==> src/rtl/glb_xbus_if.sv <==
// Multicast X-bus link between the global-buffer driver (master) and the
// PE-array multicaster (slave): tagged words under valid/ready flow control.
interface glb_xbus_if #(
  parameter int DATA_WIDTH = 16,
  parameter int TW         = 3
);
  logic                  bus_valid;
  logic [TW-1:0]         bus_tag;
  logic [DATA_WIDTH-1:0] bus_data;
  logic                  bus_ready;

  modport master (
    output bus_valid,
    output bus_tag,
    output bus_data,
    input  bus_ready
  );

  modport slave (
    input  bus_valid,
    input  bus_tag,
    input  bus_data,
    output bus_ready
  );
endinterface

==> src/rtl/glb_xbus_driver.sv <==
// Global-buffer X-bus driver: programs PE multicast tags, then streams a
// contiguous SRAM run onto the tagged bus through a 4-entry output FIFO.
module glb_xbus_driver #(
  parameter int  DATA_WIDTH = 16,
  parameter int  NUM_COL    = 4,
  parameter int  NUM_PE     = 4,
  parameter int  ADDR_WIDTH = 10,
  localparam int TW         = $clog2(NUM_COL) + 1,
  localparam int PW         = (NUM_PE > 1) ? $clog2(NUM_PE) : 1
) (
  input  logic                  clk,
  input  logic                  rstn,
  input  logic                  start,
  input  logic                  cfg_tag_en,
  input  logic [NUM_PE*TW-1:0]  cfg_tags,
  input  logic [ADDR_WIDTH-1:0] cfg_base,
  input  logic [ADDR_WIDTH:0]   cfg_len,
  input  logic [TW-1:0]         cfg_bus_tag,
  output logic                  busy,
  output logic                  done,
  output logic                  tag_valid,
  output logic [PW-1:0]         tag_sel,
  output logic [TW-1:0]         tag_out,
  input  logic [NUM_PE-1:0]     tag_lock,
  output logic                  mem_rden,
  output logic [ADDR_WIDTH-1:0] mem_addr,
  input  logic [DATA_WIDTH-1:0] mem_rdata,
  glb_xbus_if.master            xbus
);

  localparam int unsigned FIFO_DEPTH = 4;
  localparam logic [ADDR_WIDTH:0]   LEN_ONE  = 1;
  localparam logic [ADDR_WIDTH-1:0] ADDR_ONE = 1;

  typedef enum logic [2:0] {
    ST_IDLE,
    ST_TAG,
    ST_STREAM,
    ST_DRAIN,
    ST_DONE
  } state_e;

  state_e                state_q,   state_d;
  logic [NUM_PE*TW-1:0]  tags_q,    tags_d;
  logic [ADDR_WIDTH-1:0] addr_q,    addr_d;
  logic [ADDR_WIDTH:0]   rem_q,     rem_d;
  logic [TW-1:0]         bus_tag_q, bus_tag_d;
  logic [PW-1:0]         tag_idx_q, tag_idx_d;
  logic                  inflight_q, inflight_d;

  logic [DATA_WIDTH-1:0] fifo_q [FIFO_DEPTH];
  logic [DATA_WIDTH-1:0] fifo_d [FIFO_DEPTH];
  logic [1:0]            wr_ptr_q, wr_ptr_d;
  logic [1:0]            rd_ptr_q, rd_ptr_d;
  logic [2:0]            count_q,  count_d;

  logic                  issue;
  logic                  push;
  logic                  pop;
  logic                  lock_hit;
  logic                  last_pe;
  logic [2:0]            room_used;
  logic                  drain_empty;

  assign push      = inflight_q;
  assign pop       = (count_q != 3'd0) && xbus.bus_ready;
  assign lock_hit  = tag_lock[tag_idx_q];
  assign last_pe   = (tag_idx_q == PW'(NUM_PE - 1));
  // Reads are only issued while the FIFO can absorb every word already in flight.
  assign room_used = count_q + {2'b00, inflight_q};
  // Looks through this cycle's pop so done lands one cycle after the last handshake.
  assign drain_empty = !inflight_q &&
                       ((count_q == 3'd0) || ((count_q == 3'd1) && pop));

  always_comb begin
    state_d   = state_q;
    tags_d    = tags_q;
    addr_d    = addr_q;
    rem_d     = rem_q;
    bus_tag_d = bus_tag_q;
    tag_idx_d = tag_idx_q;
    issue     = 1'b0;

    unique case (state_q)
      ST_IDLE: begin
        if (start) begin
          tags_d    = cfg_tags;
          addr_d    = cfg_base;
          rem_d     = cfg_len;
          bus_tag_d = cfg_bus_tag;
          tag_idx_d = '0;
          if (cfg_tag_en) begin
            state_d = ST_TAG;
          end else if (cfg_len != '0) begin
            state_d = ST_STREAM;
          end else begin
            state_d = ST_DONE;
          end
        end
      end

      ST_TAG: begin
        if (lock_hit) begin
          if (last_pe) begin
            tag_idx_d = '0;
            state_d   = (rem_q == '0) ? ST_DONE : ST_STREAM;
          end else begin
            tag_idx_d = tag_idx_q + 1'b1;
          end
        end
      end

      ST_STREAM: begin
        if (room_used <= 3'd2) begin
          issue  = 1'b1;
          addr_d = addr_q + ADDR_ONE;
          rem_d  = rem_q - LEN_ONE;
          if (rem_q == LEN_ONE) begin
            state_d = ST_DRAIN;
          end
        end
      end

      ST_DRAIN: begin
        if (drain_empty) begin
          state_d = ST_DONE;
        end
      end

      ST_DONE: begin
        state_d = ST_IDLE;
      end

      default: begin
        state_d = ST_IDLE;
      end
    endcase

    inflight_d = issue;
  end

  always_comb begin
    fifo_d   = fifo_q;
    wr_ptr_d = wr_ptr_q;
    rd_ptr_d = rd_ptr_q;
    if (push) begin
      fifo_d[wr_ptr_q] = mem_rdata;
      wr_ptr_d         = wr_ptr_q + 2'd1;
    end
    if (pop) begin
      rd_ptr_d = rd_ptr_q + 2'd1;
    end
    count_d = count_q + {2'b00, push} - {2'b00, pop};
  end

  always_ff @(posedge clk or negedge rstn) begin
    if (!rstn) begin
      state_q    <= ST_IDLE;
      tags_q     <= '0;
      addr_q     <= '0;
      rem_q      <= '0;
      bus_tag_q  <= '0;
      tag_idx_q  <= '0;
      inflight_q <= 1'b0;
      wr_ptr_q   <= '0;
      rd_ptr_q   <= '0;
      count_q    <= '0;
      for (int unsigned i = 0; i < FIFO_DEPTH; i++) begin
        fifo_q[i] <= '0;
      end
    end else begin
      state_q    <= state_d;
      tags_q     <= tags_d;
      addr_q     <= addr_d;
      rem_q      <= rem_d;
      bus_tag_q  <= bus_tag_d;
      tag_idx_q  <= tag_idx_d;
      inflight_q <= inflight_d;
      wr_ptr_q   <= wr_ptr_d;
      rd_ptr_q   <= rd_ptr_d;
      count_q    <= count_d;
      fifo_q     <= fifo_d;
    end
  end

  assign busy      = (state_q != ST_IDLE);
  assign done      = (state_q == ST_DONE);
  assign tag_valid = (state_q == ST_TAG);
  assign tag_sel   = tag_valid ? tag_idx_q : '0;
  assign tag_out   = tag_valid ? tags_q[TW*int'(tag_idx_q) +: TW] : '0;
  assign mem_rden  = issue;
  assign mem_addr  = addr_q;

  assign xbus.bus_valid = (count_q != 3'd0);
  assign xbus.bus_data  = fifo_q[rd_ptr_q];
  assign xbus.bus_tag   = bus_tag_q;

  fifo_no_overflow: assert property (
    @(posedge clk) disable iff (!rstn)
      !(push && !pop && (count_q == 3'(FIFO_DEPTH)))
  );

endmodule
==> src/flat_wrapper.sv <==
// flat-port wrapper written by rule: the top's interface ports become plain ports
module glb_xbus_driver_flat 
#(
  parameter int  DATA_WIDTH = 16,
  parameter int  NUM_COL    = 4,
  parameter int  NUM_PE     = 4,
  parameter int  ADDR_WIDTH = 10,
  localparam int TW         = $clog2(NUM_COL) + 1,
  localparam int PW         = (NUM_PE > 1) ? $clog2(NUM_PE) : 1
)
  (clk, rstn, start, cfg_tag_en, cfg_tags, cfg_base, cfg_len, cfg_bus_tag, busy, done, tag_valid, tag_sel, tag_out, tag_lock, mem_rden, mem_addr, mem_rdata, xbus_bus_valid, xbus_bus_tag, xbus_bus_data, xbus_bus_ready);
  glb_xbus_if #(.DATA_WIDTH(DATA_WIDTH)) xbus_i ();
  input  logic clk;
  input  logic rstn;
  input  logic start;
  input  logic cfg_tag_en;
  input  logic [NUM_PE*TW-1:0] cfg_tags;
  input  logic [ADDR_WIDTH-1:0] cfg_base;
  input  logic [ADDR_WIDTH:0] cfg_len;
  input  logic [TW-1:0] cfg_bus_tag;
  output logic busy;
  output logic done;
  output logic tag_valid;
  output logic [PW-1:0] tag_sel;
  output logic [TW-1:0] tag_out;
  input  logic [NUM_PE-1:0] tag_lock;
  output logic mem_rden;
  output logic [ADDR_WIDTH-1:0] mem_addr;
  input  logic [DATA_WIDTH-1:0] mem_rdata;
  output wire logic [$bits(xbus_i.bus_valid)-1:0] xbus_bus_valid;
  output wire logic [$bits(xbus_i.bus_tag)-1:0] xbus_bus_tag;
  output wire logic [$bits(xbus_i.bus_data)-1:0] xbus_bus_data;
  input wire logic [$bits(xbus_i.bus_ready)-1:0] xbus_bus_ready;
  assign xbus_bus_valid = xbus_i.bus_valid;
  assign xbus_bus_tag = xbus_i.bus_tag;
  assign xbus_bus_data = xbus_i.bus_data;
  assign xbus_i.bus_ready = xbus_bus_ready;
  glb_xbus_driver #(.DATA_WIDTH(DATA_WIDTH), .NUM_COL(NUM_COL), .NUM_PE(NUM_PE), .ADDR_WIDTH(ADDR_WIDTH)) u_core (.clk(clk), .rstn(rstn), .start(start), .cfg_tag_en(cfg_tag_en), .cfg_tags(cfg_tags), .cfg_base(cfg_base), .cfg_len(cfg_len), .cfg_bus_tag(cfg_bus_tag), .busy(busy), .done(done), .tag_valid(tag_valid), .tag_sel(tag_sel), .tag_out(tag_out), .tag_lock(tag_lock), .mem_rden(mem_rden), .mem_addr(mem_addr), .mem_rdata(mem_rdata), .xbus(xbus_i));
endmodule
==> config.mk <==
export PLATFORM = sky130hd
export DESIGN_NAME = glb_xbus_driver_flat
export DESIGN_NICKNAME = d
export VERILOG_FILES = /design/src/rtl/glb_xbus_if.sv /design/src/rtl/glb_xbus_driver.sv /design/src/flat_wrapper.sv
export SDC_FILE = /design/constraint.sdc
export NUM_CORES = 1
export LEC_CHECK = 0
export BUFFER_PORTS_ARGS = -buffer_cell sky130_fd_sc_hd__buf_2
export CAP_MARGIN = 20
export CORE_UTILIZATION = 55
export CTS_CLUSTER_DIAMETER = 150
export CTS_CLUSTER_SIZE = 28
export DETAILED_ROUTE_END_ITERATION = 12
export HOLD_SLACK_MARGIN = 0.1
export PLACE_DENSITY = 0.79
export REMOVE_ABC_BUFFERS = 1
export SLEW_MARGIN = 10
export SYNTH_ARGS = -nofsm -noshare
export SYNTH_HDL_FRONTEND = slang
export SYNTH_SLANG_ARGS = --single-unit
==> constraint.sdc <==
create_clock -name clk -period 2.95 [get_ports clk]
set_clock_uncertainty 0.05 [all_clocks]
set_input_delay 0.1475 -clock clk [delete_from_list [all_inputs] [get_ports clk]]
set_output_delay 0.1475 -clock clk [all_outputs]
set_load 0.1 [all_outputs]
======== Word level (Yosys, flattened, before mapping) ========
Index checks and enable logic that the tools add are counted.
word-level totals
  bits in registers ....................... 113
  logic and storage cells ................. 93
operators by class
  add/subtract/negate cells ............... 7
  multiply operators ...................... 1
  $lt $le $gt $ge ......................... 5
  equality and inequality tests ........... 13
  shift-type cells ........................ 1
  muxes and demuxes ....................... 32
  bitwise gates (word level) .............. 2
  reductions and logical operators ........ 18
operators by type and width
  cell                                                                     number
  64-bit bitwise mux                                                       1
  16-bit two-way mux                                                       3
  16-bit binary-select mux with 2-bit select                               1
  16-bit demux with 2-bit select                                           1
  12-bit by 32-bit variable part select with 3-bit output                  1
  3-bit two-way mux                                                        10
  11-bit two-way mux                                                       2
  11-bit one-hot mux with 2 select lines                                   1
  10-bit two-way mux                                                       2
  10-bit one-hot mux with 2 select lines                                   1
  3-bit one-hot mux with 4 select lines                                    1
  11-bit by 1-bit equality test with 1-bit output, second input constant   1
  11-bit zero test                                                         1
  11-bit nonzero test                                                      1
  11-bit by 1-bit subtractor with 11-bit output, second input constant     1
  10-bit by 1-bit adder with 10-bit output, second input constant          1
  2-bit two-way mux                                                        4
  2-bit by 1-bit adder with 2-bit output, second input constant            3
  3-bit by 1-bit equality test with 1-bit output, second input constant    2
  3-bit by 2-bit equality test with 1-bit output, second input constant    2
  3-bit greater-or-equal comparator, second input constant                 2
  3-bit zero test                                                          2
  2-bit by 1-bit inequality test with 1-bit output, second input constant  3
  2-bit inequality test, second input constant                             3
  20 further kinds                                                         29

======== Depth between registers and ports, before layout ========
Gate-level depths: netlist of run 1.
  depth after elaboration ................. 7
  depth in mapped cells ................... 8
  gate-level depth less buffers ........... 7

======== Least setup slack after synthesis of run 1 ========
OpenSTA, ideal clock, no wires.
  path type ............................... reg2out
  start point ............................. register u_core.state_q[0]
  end point ............................... output port done
  arrival ................................. 2,953 ps
  required time ........................... 2,753 ps
  path slack .............................. -200 ps
  stages on the path, launching flop included .. 4
  buffers on the path ..................... 2
  cells stage by stage .................... dfrtp_1 > buf_2 > clkbuf_1 > nor3b_1
on the way
  word-level cells in the longest chain between the ends .. 1
RTL lines
  item                      line                    text
  start: declaration        glb_xbus_driver.sv:43   state_e state_q, state_d;
  start signal: assignment  glb_xbus_driver.sv:172  state_q <= state_d;
  3-bit equality test       glb_xbus_driver.sv:187  assign done = (state_q == ST_DONE);
  end: declaration          flat_wrapper.sv:22      output logic done;
Every way passes these cells.

======== Final worst setup path of run 1 ========
  start point ............................. register u_core.state_q[1]
  end point ............................... output port mem_rden
on the way
  word-level cells in the longest chain between the ends .. 2
RTL lines
  item                                            line                   text
  3-bit by 2-bit equality test with 1-bit output  glb_xbus_driver.sv:84  unique case (state_q)
  1-bit two-way mux                               glb_xbus_driver.sv:84
  end: declaration                                flat_wrapper.sv:27     output logic mem_rden;
Every way passes these cells.

==> implementation parameters, run 1 <==
Parameter                              Value

Outcome
  Run status ... finished clean

Cells and area
  Nets ... 672
  Area occupied by multi-input gates ... 2550 sq um
  Sequential cell area ... 2830 sq um
  Cell area after layout ... 7350 sq um
  Fraction of final layout cells with drive strength greater than 1 ... 40.4%
  Number of diodes ... 0
  Layout-stage area growth over the synthesis result ... 33.1%
  Fill cells ... 639

Placement
  Area after detailed placement ... 6160 sq um
  Final GP Congestion ... 0.817
  PortBufs ... 99
  Post-detail-place hpwl ... 7620 microns

Synth
  Synthesized instance count ... 444
  Commonest cells in the synthesized netlist ... sky130_fd_sc_hd__dfrtp_1, sky130_fd_sc_hd__mux2_2, sky130_fd_sc_hd__nor2_1
  Number of enable flip-flop cells after synthesis ... 0
  Sequential fraction of the synthesis area ... 51.2%
  Async set-reset flop share out of synthesis ... 100%
  Yosys top cell area share ... 51.2%
  Post-synthesis cell area ... 5520 sq um
  Count of distinct cell types in the synthesized netlist ... 48
  Commonest register cell after synthesis ... sky130_fd_sc_hd__dfrtp_1
  Number of flip-flops and latches in the synthesized netlist ... 113
  Dominant cells by area after synthesis ... sky130_fd_sc_hd__dfrtp_1, sky130_fd_sc_hd__mux2_2, sky130_fd_sc_hd__mux4_2
  Mean area per synthesized cell ... 12.4 sq um
  Total of warnings raised by yosys ... 0
  Most numerous cell in the Yosys netlist ... sky130_fd_sc_hd__dfrtp_1
  Synth area leader ... sky130_fd_sc_hd__dfrtp_1

Clock network
  Clock-pin slew on the worst setup and hold paths ... 0.06 ns
  Clock tree from TritonCTS ... built
  Number of H-tree levels ... 4
  Number of sinks driven by the clock tree ... 113
  Buffer count from post-CTS setup fixing ... 0
  Later-pin clock latency in the skew report ... 0.50 ns
  Number of buffers on the longest clock path ... 2
  Number of clock buffers inserted by TritonCTS ... 17
  Clock root buffer master ... sky130_fd_sc_hd__clkbuf_8

Flow run
  Number of max-cap violations ... 0

STA
  RSZ-0062 raised after global routing ... false
  Actual transition at the worst max-transition pin ... 0.947 ns
  Rel. slew slack ... 36.8%
  Final count of hold timing violations ... 0
  Post-route minimum period ... 2.76 ns
  Final critical-path share of the clock period ... 93.7%
  Slew Viols, Final ... 0
  Number of failing setup endpoints in the final timing report ... 0
  Max Freq ... 362 MHz
  Worst Hold Slack ... 0.179 ns
  Total Negative Setup Slacks ... 0 ns

GRT
  Number of antenna violations at the first check in global routing ... 0
  Vias in the first global route ... 4273
  Residual overflow from global routing ... 0
  Largest net degree at the start of global routing ... 75
  Wire length of the first global-routing pass ... 20200 microns
  Overall track demand over capacity in global routing ... 25.7%

Floorplanning
  Site row count ... 36
  Initial core utilization ... 56.8%
  I/O pin count ... 100
  Die area ... 10400 sq um
  Placeable core region ... 9730 sq um
  Die boundary height ... 102 microns
  Die boundary width ... 102 microns

Worst setup path
  Register-to-Register Setup Slack ... 0.64 ns
  Critical Path Source ... u_core.state_q[1]$_DFFE_PN0P_
  WP data required ... 2.75 ns
  Crit Path Category ... reg -> out
  Startpoint kind of the worst setup timing path ... register
  Cell depth of the worst flop-to-flop path ... 7
  Endpoint of the most critical register-to-register path ... u_core.state_q[2]$_DFFE_PN0P_
  Worst R2R Start ... u_core.rem_q[0]$_DFFE_PN0P_
  Critical Path Fanout Max ... 21
  Endpoint of the worst setup timing path ... mem_rden
  Capturing element type of the critical path ... output port
  Data arrival at the endpoint of the critical path ... 2.57 ns

Route
  First-pass iteration count of the detailed router ... 4
  Starting DRT DRC Count ... 185
  DRC violation count after routing ... 0
  Via Count ... 4194
  Post-Route WL ... 12500 microns
  Avg WL per Cell ... 16.8 microns
  Average via count per standard cell ... 5.64
  Number of nets with antenna violations after routing ... 0

Hold path
  Type of the most critical hold path ... in -> reg
==> worst min path at each step <==
stage | from | endpoint | slack, ns | depth (start not counted)
after detailed placement | rstn | u_core.fifo_q[36]$_DFFE_PN0P_ | 0.30 | 1
after floorplan | rstn | u_core.count_q[0]$_DFF_PN0_ | -0.20 | 0
after CTS | start | u_core.rem_q[0]$_DFFE_PN0P_ | 0.17 | 5
after global placement | rstn | u_core.fifo_q[52]$_DFFE_PN0P_ | 0.30 | 1
after global routing | start | u_core.mem_addr[0]$_DFFE_PN0P_ | 0.20 | 5
final | start | u_core.rem_q[0]$_DFFE_PN0P_ | 0.18 | 5
==> critical path, cell delays in order (launching register included) <==
cell                      delay, ns
sky130_fd_sc_hd__dfrtp_1       0.56
sky130_fd_sc_hd__inv_1         0.10
sky130_fd_sc_hd__or3_2         0.68
sky130_fd_sc_hd__nor2_1        0.26
sky130_fd_sc_hd__buf_2         0.46
==> cells in the final DEF, fill, tap and decap left out, types with 3 or more instances in the layout <==
master                          count
sky130_fd_sc_hd__a32oi_1            5
sky130_fd_sc_hd__nand3_1            4
sky130_fd_sc_hd__o21ai_1            4
sky130_fd_sc_hd__nor3_1             7
sky130_fd_sc_hd__or3_1              4
sky130_fd_sc_hd__clkinv_2           4
sky130_fd_sc_hd__and3_1             7
sky130_fd_sc_hd__mux2_2            81
sky130_fd_sc_hd__nor3b_1            3
sky130_fd_sc_hd__nor4_1             4
sky130_fd_sc_hd__dfrtp_1          113
sky130_fd_sc_hd__buf_4              8
sky130_fd_sc_hd__ha_1              12
sky130_fd_sc_hd__mux4_2            19
sky130_fd_sc_hd__a31oi_1            6
sky130_fd_sc_hd__dlygate4sd3_1     55
sky130_fd_sc_hd__buf_2             98
sky130_fd_sc_hd__and2_1             3
sky130_fd_sc_hd__o21ai_0           24
sky130_fd_sc_hd__a21oi_1           21
sky130_fd_sc_hd__clkbuf_16         16
sky130_fd_sc_hd__o22ai_1            3
sky130_fd_sc_hd__bufinv_16          4
sky130_fd_sc_hd__inv_1             15
sky130_fd_sc_hd__nor2_1            27
sky130_fd_sc_hd__clkbuf_8           5
sky130_fd_sc_hd__nand2_1           19
==> routing by layer <==
metal	vias up	routed length, microns	global-route usage (%)
li1	1950	-	-
met2	129	6500	45.0
met3	15	495	5.27
met5	-	0	0
met4	0	121	7.36
met1	2100	5370	32.4
==> flip-flops by register name, indices dropped and copies added, names as in the netlist <==
register and cells:
u_core.fifo_q 64, u_core.tags_q 12, u_core.rem_q 11, u_core.mem_addr 10, u_core.count_q 3, u_core.state_q 3
u_core.xbus.bus_tag 3, u_core.rd_ptr_q 2, u_core.tag_idx_q 2, u_core.wr_ptr_q 2, u_core.inflight_q 1
==> stage by stage <==
step	instances	utilization, %	setup WS [ns]
2_1_floorplan	418	-	-1.37
3_3_place_gp	658	63.3	0.685
3_5_place_dp	658	63.3	0.594
4_1_cts	744	75.4	0.112
5_1_grt	744	75.5	0.0449
6_report	744	75.5	0.185
==> cell type report <==
| cell class | instances | share of cell area [%] |
|---|---|---|
| inverter | 15 | 0.766 |
| tap | 133 | 2.26 |
| sequential | 113 | 38.5 |
| clock buffer | 21 | 6.39 |
| timing repair buffer | 162 | 15.3 |
| clock inverter | 10 | 2.13 |
| multi-input combinational | 290 | 34.7 |
==> repair_timing <==
item                                    CTS  global route
hold buffers                             55             0
resized for setup                         0             2
endpoints found under the setup margin    0             1
hold endpoints to repair                179             0
==> logic make-up (layout without fill, tap and decap cells) <==
logic type                 Yosys count  count (layout)  share of synthesized area [%]
xor gates and xnor gates             5               5                          0.793
and+or+nand+nor                     89              89                           8.14
buffers and inverters               41             208                           3.08
muxes                              103             103                           24.8
AOI/OAI and AO/OA                   81              81                           9.22
DFF                                113             113                           51.2
adders and majority gates           12              12                           2.72
Power of run 1 is left out: the tool's default activity adds up to more than one toggle a clock period on the data nets, which glitch-free logic cannot reach.
==> run 2, diff against run 1 <==
PLACE_DENSITY = 0.88   (was 0.79)
==> run 2 against run 1 <==
  * Worst setup slack better by 0.073 ns
  * Wire length up 4.7%
  * Cell area up 0.20%
  * Sequential share of layout area down 0.078 points
  * Count of clock-buffer cells in the layout down 2
  * Critical path depth up 3
  * First-iteration DRC count down 16%
==> implementation parameters, run 2 (synthesis results as in run 1) <==
Parameter                              Value

GRT
  Wire length of the first global-routing pass ... 21200 microns (+4.9%)
  Vias in the first global route ... 4442 (+4.0%)
  Overall track demand over capacity in global routing ... 26.6% (+0.92 points)
  Largest net degree at the start of global routing ... 68 (-9.3%)
  Number of antenna violations at the first check in global routing ... 0 (unchanged)
  Residual overflow from global routing ... 0 (unchanged)

STA
  Actual transition at the worst max-transition pin ... 0.880 ns (-0.0669 ns)
  Final count of hold timing violations ... 0 (unchanged)
  Total Negative Setup Slacks ... 0 ns (unchanged)
  Max Freq ... 372 MHz (+2.7%)
  RSZ-0062 raised after global routing ... false
  Post-route minimum period ... 2.69 ns (-0.0732 ns)
  Slew Viols, Final ... 0 (unchanged)
  Rel. slew slack ... 41.3% (+4.5 points)
  Final critical-path share of the clock period ... 91.2% (-2.5 points)
  Number of failing setup endpoints in the final timing report ... 0 (unchanged)

Floorplanning
  Die boundary height ... 102 microns (unchanged)
  Initial core utilization ... 56.8% (unchanged)
  I/O pin count ... 100 (unchanged)
  Site row count ... 36 (unchanged)
  Die area ... 10400 sq um (unchanged)
  Placeable core region ... 9730 sq um (unchanged)
  Die boundary width ... 102 microns (unchanged)

Cells and area
  Highest-count cells in the layout ignoring fill and taps ... sky130_fd_sc_hd__dfrtp_1, sky130_fd_sc_hd__buf_2, sky130_fd_sc_hd__mux2_2
  Fraction of final layout cells with drive strength greater than 1 ... 40.1% (-0.30 points)
  Fill cells ... 617 (-3.4%)
  Flip-flop count of the largest register after layout ... 64 (unchanged)
  Largest register by flop count ... u_core.fifo_q
  Nets ... 673 (+0.15%)
  Largest registers ranked by flip-flop count ... u_core.fifo_q (64), u_core.tags_q (12), u_core.rem_q (11)
  Area occupied by multi-input gates ... 2540 sq um (-0.34%)
  Number of diodes ... 0 (unchanged)
  Layout-stage area growth over the synthesis result ... 33.3%
  Sequential cell area ... 2830 sq um (unchanged)
  Most common cell after layout, fill and taps aside ... sky130_fd_sc_hd__dfrtp_1

Clock network
  Clock root buffer master ... sky130_fd_sc_hd__clkbuf_8
  Number of H-tree levels ... 4 (unchanged)
  Clock tree from TritonCTS ... built
  Later-pin clock latency in the skew report ... 0.50 ns (about the same)
  Clock-pin slew on the worst setup and hold paths ... 0.06 ns (about the same)
  Number of sinks driven by the clock tree ... 113 (unchanged)
  Post-CTS resize count ... 0 (unchanged)
  Buffer count from post-CTS setup fixing ... 0 (unchanged)
  Number of buffers on the longest clock path ... 2 (unchanged)
  Number of clock buffers inserted by TritonCTS ... 17 (unchanged)

Route
  First-pass iteration count of the detailed router ... 5 (+1)
  DRC violation count after routing ... 0 (unchanged)
  Avg WL per Cell ... 17.5 microns (+4.4%)
  Average via count per standard cell ... 5.67 (+0.61%)
  Post-Route WL ... 13100 microns (+4.7%)
  Number of nets with antenna violations after routing ... 0 (unchanged)
  Starting DRT DRC Count ... 155 (-16%)
  Via Count ... 4231 (+0.88%)

Placement
  PortBufs ... 99 (unchanged)
  Final GP Congestion ... 0.825 (+1.0%)
  Post-detail-place hpwl ... 7960 microns (+4.4%)

Worst setup path
  Startpoint kind of the worst setup timing path ... register
  Data arrival at the endpoint of the critical path ... 2.49 ns (-0.08 ns)
  Crit Path Category ... reg -> out
  Critical Path Fanout Max ... 9 (-57%)
  WP data required ... 2.75 ns (about the same)
  Cell depth of the worst flop-to-flop path ... 7 (unchanged)
  Capturing element type of the critical path ... output port

Hold path
  Worst Hold Depth ... 4 (-1)
  Type of the most critical hold path ... in -> reg

Outcome
  Run status ... finished clean

Flow run
  Number of max-cap violations ... 0 (unchanged)
[run 2: worst max-delay path, stage by stage (launching register included)]
cell	delay, ns
sky130_fd_sc_hd__dfrtp_1	0.47
sky130_fd_sc_hd__ha_1	0.24
sky130_fd_sc_hd__ha_1	0.20
sky130_fd_sc_hd__xnor2_1	0.20
sky130_fd_sc_hd__buf_4	0.18
sky130_fd_sc_hd__nand2_1	0.06
sky130_fd_sc_hd__nor2_1	0.19
sky130_fd_sc_hd__buf_2	0.47
[run 2: per-layer routing]
layer / wire [microns] / share of wire [%] / track usage, % / vias up
met3: 511 / 3.9 / 6.36 / 13
met5: 0 / 0 / 0 / -
met4: 73 / 0.56 / 7.36 / 0
met1: 5400 / 41 / 32.0 / 2130
li1: - / - / - / 1967
met2: 7090 / 54 / 47.8 / 121
[run 2: layout make-up]
cell class / instances / share of cell area [%]
repair buffers: 163 / 15.4
flip-flops and latches: 113 / 38.4
clock buffers: 19 / 5.86
multi-input cells: 290 / 34.5
well taps: 133 / 2.26
inverters: 15 / 0.765
clock inverters: 13 / 2.80
[run 2: worst paths after layout]
check | startpoint | to | slack (ns)
max | u_core.inflight_q$_DFF_PN0_ | mem_rden | 0.26
min reg2reg | u_core.fifo_q[17]$_DFFE_PN0P_ | u_core.fifo_q[17]$_DFFE_PN0P_ | 0.45
max reg2reg | u_core.rem_q[0]$_DFFE_PN0P_ | u_core.state_q[2]$_DFFE_PN0P_ | 0.59
min | start | u_core.rem_q[9]$_DFFE_PN0P_ | 0.25
min in group asynchronous | rstn | u_core.fifo_q[40]$_DFFE_PN0P_ | 0.27
max in group asynchronous | rstn | u_core.tags_q[0]$_DFFE_PN0P_ | 1.81
[run 2: metrics by stage]
stage | cells | hold WS (ns) | setup slack [ns] | area [sq um] | utilization [%]
after floorplan | 418 | -0.198 | -1.37 | 5410 | -
after global placement | 658 | 0.252 | 0.524 | 6160 | 63.3
after detailed placement | 658 | 0.266 | 0.382 | 6160 | 63.3
after CTS | 745 | 0.252 | 0.239 | 7350 | 75.6
after global routing | 746 | 0.264 | 0.0981 | 7360 | 75.7
final | 746 | 0.253 | 0.259 | 7360 | 75.7
[run 2: repair_timing]
| item | CTS | global route |
|---|---|---|
| endpoints found under the setup margin | 0 | 0 |
| endpoints found under the hold margin | 172 | 0 |
| hold buffers | 55 | 0 |
Power of run 2 is left out for the same reason.
==> run 3, diff against run 2 <==
ABC_AREA = 1   (was default)
CORE_UTILIZATION = 35   (was 55)
PLACE_DENSITY = 0.63   (was 0.88)
SETUP_SLACK_MARGIN = 0.05   (was default)
==> run 3 against run 2 <==
  * Sequential share of layout area decreased by 0.89 points
  * Cell count increased by 47%
  * Fmax increased by 17%
  * Wire length increased by 6.1%
  * Critical endpoint is now xbus_bus_data[12]
==> implementation parameters, run 3 <==
Parameter                              Value

Cells and area
  Most common cell after layout, fill and taps aside ... sky130_fd_sc_hd__nand2_1
  Nets ... 944 (+40%)
  Largest registers ranked by flip-flop count ... u_core.fifo_q (64), u_core.tags_q (12), u_core.rem_q (11)
  Final standard cell utilization of the core ... 47.3% (-28 points)
  Flip-flop count of the largest register after layout ... 64 (unchanged)
  Largest register by flop count ... u_core.fifo_q
  Layout-stage area growth over the synthesis result ... 31.6%
  Number of diodes ... 0 (unchanged)
  Highest-count cells in the layout ignoring fill and taps ... sky130_fd_sc_hd__nand2_1, sky130_fd_sc_hd__o21ai_0, sky130_fd_sc_hd__dfrtp_1
  Fraction of final layout cells with drive strength greater than 1 ... 18.6% (-22 points)

Synth
  Total of warnings raised by yosys ... 0 (unchanged)
  Mux share of post-synthesis cell area ... 2.95% (-22 points)
  Post-synthesis share of cell area spent on full adders, half adders and majority gates ... 2.62% (-0.097 points)
  Number of flip-flops and latches in the synthesized netlist ... 113 (unchanged)
  Synthesized-area fraction occupied by ao, oa, aoi and oai cells ... 15.4% (+6.1 points)
  Count of distinct cell types in the synthesized netlist ... 29 (-40%)
  Commonest cells in the synthesized netlist ... sky130_fd_sc_hd__nand2_1, sky130_fd_sc_hd__o21ai_0, sky130_fd_sc_hd__dfrtp_1
  Largest family of logic cells by synthesized area ... simple AND/OR/NAND/NOR gates
  Synth area leader ... sky130_fd_sc_hd__dfrtp_1
  Parity-gate share of the synthesized area counting xor and xnor cells ... 0.765% (-0.028 points)
  Sequential fraction of the synthesis area ... 49.4% (-1.8 points)
  Number of enable flip-flop cells after synthesis ... 0 (unchanged)
  Mean area per synthesized cell ... 7.92 sq um (-36%)
  Most numerous cell in the Yosys netlist ... sky130_fd_sc_hd__nand2_1
  Dominant cells by area after synthesis ... sky130_fd_sc_hd__dfrtp_1, sky130_fd_sc_hd__nand2_1, sky130_fd_sc_hd__o21ai_0
  Synthesized instance count ... 723 (+63%)
  Commonest register cell after synthesis ... sky130_fd_sc_hd__dfrtp_1
  Simple logic cell fraction of the synthesized area ... 21.5% (+13 points)
  Async set-reset flop share out of synthesis ... 100% (unchanged)
  Post-synthesis cell area ... 5730 sq um (+3.7%)
  Yosys top cell area share ... 49.4% (-1.8 points)

Clock network
  Clock-pin slew on the worst setup and hold paths ... 0.05 ns (about the same)
  Number of buffers on the longest clock path ... 2 (unchanged)
  Clock tree from TritonCTS ... built
  Later-pin clock latency in the skew report ... 0.41 ns (-0.09 ns)
  Number of H-tree levels ... 4 (unchanged)
  Number of sinks driven by the clock tree ... 113 (unchanged)
  Post-CTS resize count ... 0 (unchanged)
  Clock root buffer master ... sky130_fd_sc_hd__clkbuf_16
  Number of clock buffers inserted by TritonCTS ... 17 (unchanged)

Worst setup path
  WP data required ... 2.75 ns (about the same)
  Capturing element type of the critical path ... output port
  Data arrival at the endpoint of the critical path ... 2.10 ns (-0.39 ns)
  Crit Path Category ... reg -> out
  Critical Path Fanout Max ... 16 (+7)
  Startpoint kind of the worst setup timing path ... register

Outcome
  Run status ... finished clean

Floorplanning
  I/O pin count ... 100 (unchanged)
  Placeable core region ... 15900 sq um (+64%)
  Die area ... 16900 sq um (+62%)
  Die boundary height ... 130 microns (+27%)
  Die boundary width ... 130 microns (+27%)
  Initial core utilization ... 35.9% (-21 points)
  Site row count ... 46 (+28%)

Route
  First-pass iteration count of the detailed router ... 4 (-1)
  Starting DRT DRC Count ... 251 (+62%)
  Average via count per standard cell ... 4.68 (-18%)
  Via Count ... 5142 (+22%)
  Avg WL per Cell ... 12.6 microns (-28%)
  DRC violation count after routing ... 0 (unchanged)
  Post-Route WL ... 13900 microns (+6.1%)
  Number of nets with antenna violations after routing ... 0 (unchanged)

STA
  Slew Viols, Final ... 0 (unchanged)
  Max Freq ... 435 MHz (+17%)
  Post-route minimum period ... 2.30 ns (-0.391 ns)
  RSZ-0062 raised after global routing ... false
  Final worst-path setup slack ... 0.650 ns (+0.391 ns)
  Final critical-path share of the clock period ... 78.0% (-13 points)
  Actual transition at the worst max-transition pin ... 1.03 ns (+0.145 ns)
  Number of failing setup endpoints in the final timing report ... 0 (unchanged)
  Final count of hold timing violations ... 0 (unchanged)
  Rel. slew slack ... 31.5% (-9.8 points)

Placement
  Post-detail-place hpwl ... 8720 microns (+9.6%)
  PortBufs ... 99 (unchanged)
  Dpl ws ... 0.865 ns (+0.483 ns)
  Final GP Congestion ... 0.904 (+9.5%)

Flow run
  Number of max-cap violations ... 0 (unchanged)

Hold path
  Type of the most critical hold path ... in -> reg

GRT
  Vias in the first global route ... 4950 (+11%)
  Overall track demand over capacity in global routing ... 17.8% (-8.8 points)
  Residual overflow from global routing ... 0 (unchanged)
  Wire length of the first global-routing pass ... 23300 microns (+9.7%)
  Number of antenna violations at the first check in global routing ... 0 (unchanged)
  Largest net degree at the start of global routing ... 60 (-12%)
run 3: cell count changes in the layout (fill, tap and decap cells not counted), sizes merged, moves of 13 or more:
cell	before	now
inv	17	73
mux2	82	15
mux4	19	0
nand2	19	180
nand3	4	33
nor2	27	86
o21ai	28	129
o22ai	3	16
run 3: final cells by class:
class,count,area (sq um)
clock buffer,26,499
clock inverter,5,52.6
fill,1596,8410
inverter,73,277
multi-input combinational,505,2470
sequential,113,2830
tap,216,270
timing repair buffer,161,1140
run 3: worst max-delay path, cell delays in order, from the launching register on:
cell	delay (ns)
sky130_fd_sc_hd__dfrtp_1	0.37
sky130_fd_sc_hd__inv_1	0.44
sky130_fd_sc_hd__o21ai_0	0.19
sky130_fd_sc_hd__o22ai_1	0.22
sky130_fd_sc_hd__buf_2	0.48
run 3: stage by stage:
step                instance area, sq um  TNS, ns  instances  hold slack, ns
floorplan                           5580   -0.828        691          -0.198
detailed placement                  6440        0       1014           0.208
finish                              7540        0       1099           0.123
global placement                    6440        0       1014           0.208
CTS                                 7540        0       1099           0.101
global route                        7540        0       1099           0.117
run 3: worst paths after layout:
check | start | to | slack [ns] | cells after the start
max in group asynchronous | rstn | u_core.count_q[0]$_DFF_PN0_ | 1.79 | 3
worst max register to register | u_core.inflight_q$_DFF_PN0_ | u_core.mem_addr[2]$_DFFE_PN0P_ | 0.88 | 9
worst max-delay path | u_core.rd_ptr_q[1]$_DFFE_PN0P_ | xbus_bus_data[12] | 0.65 | 4
min in group asynchronous | rstn | u_core.fifo_q[1]$_DFFE_PN0P_ | 0.28 | 2
worst min-delay path | cfg_len[6] | u_core.rem_q[6]$_DFFE_PN0P_ | 0.12 | 5
worst min register to register | u_core.fifo_q[29]$_DFFE_PN0P_ | u_core.fifo_q[29]$_DFFE_PN0P_ | 0.43 | 2
run 3: logic make-up after synthesis:
kind of cell	count (synthesis)
compound gates	167
xor+xnor	5
fa+ha+maj	12
buf+inv	105
flops	113
mux	15
simple gates	306
run 3: repair_timing:
action                                  4_1_cts  5_1_grt
endpoints found under the setup margin        0        0
endpoints found under the hold margin       157        0
hold buffers                                 54        0
setup buffers                                 0        0
run 3: layer usage:
layer	vias to the layer above	global-route usage, %	share of wire (%)
li1	2637	-	-
met1	2367	22.7	48
met2	127	29.3	46
met3	11	5.13	4.8
met4	0	5.13	0.88
met5	-	0	0
Power of run 3 is left out for the same reason.
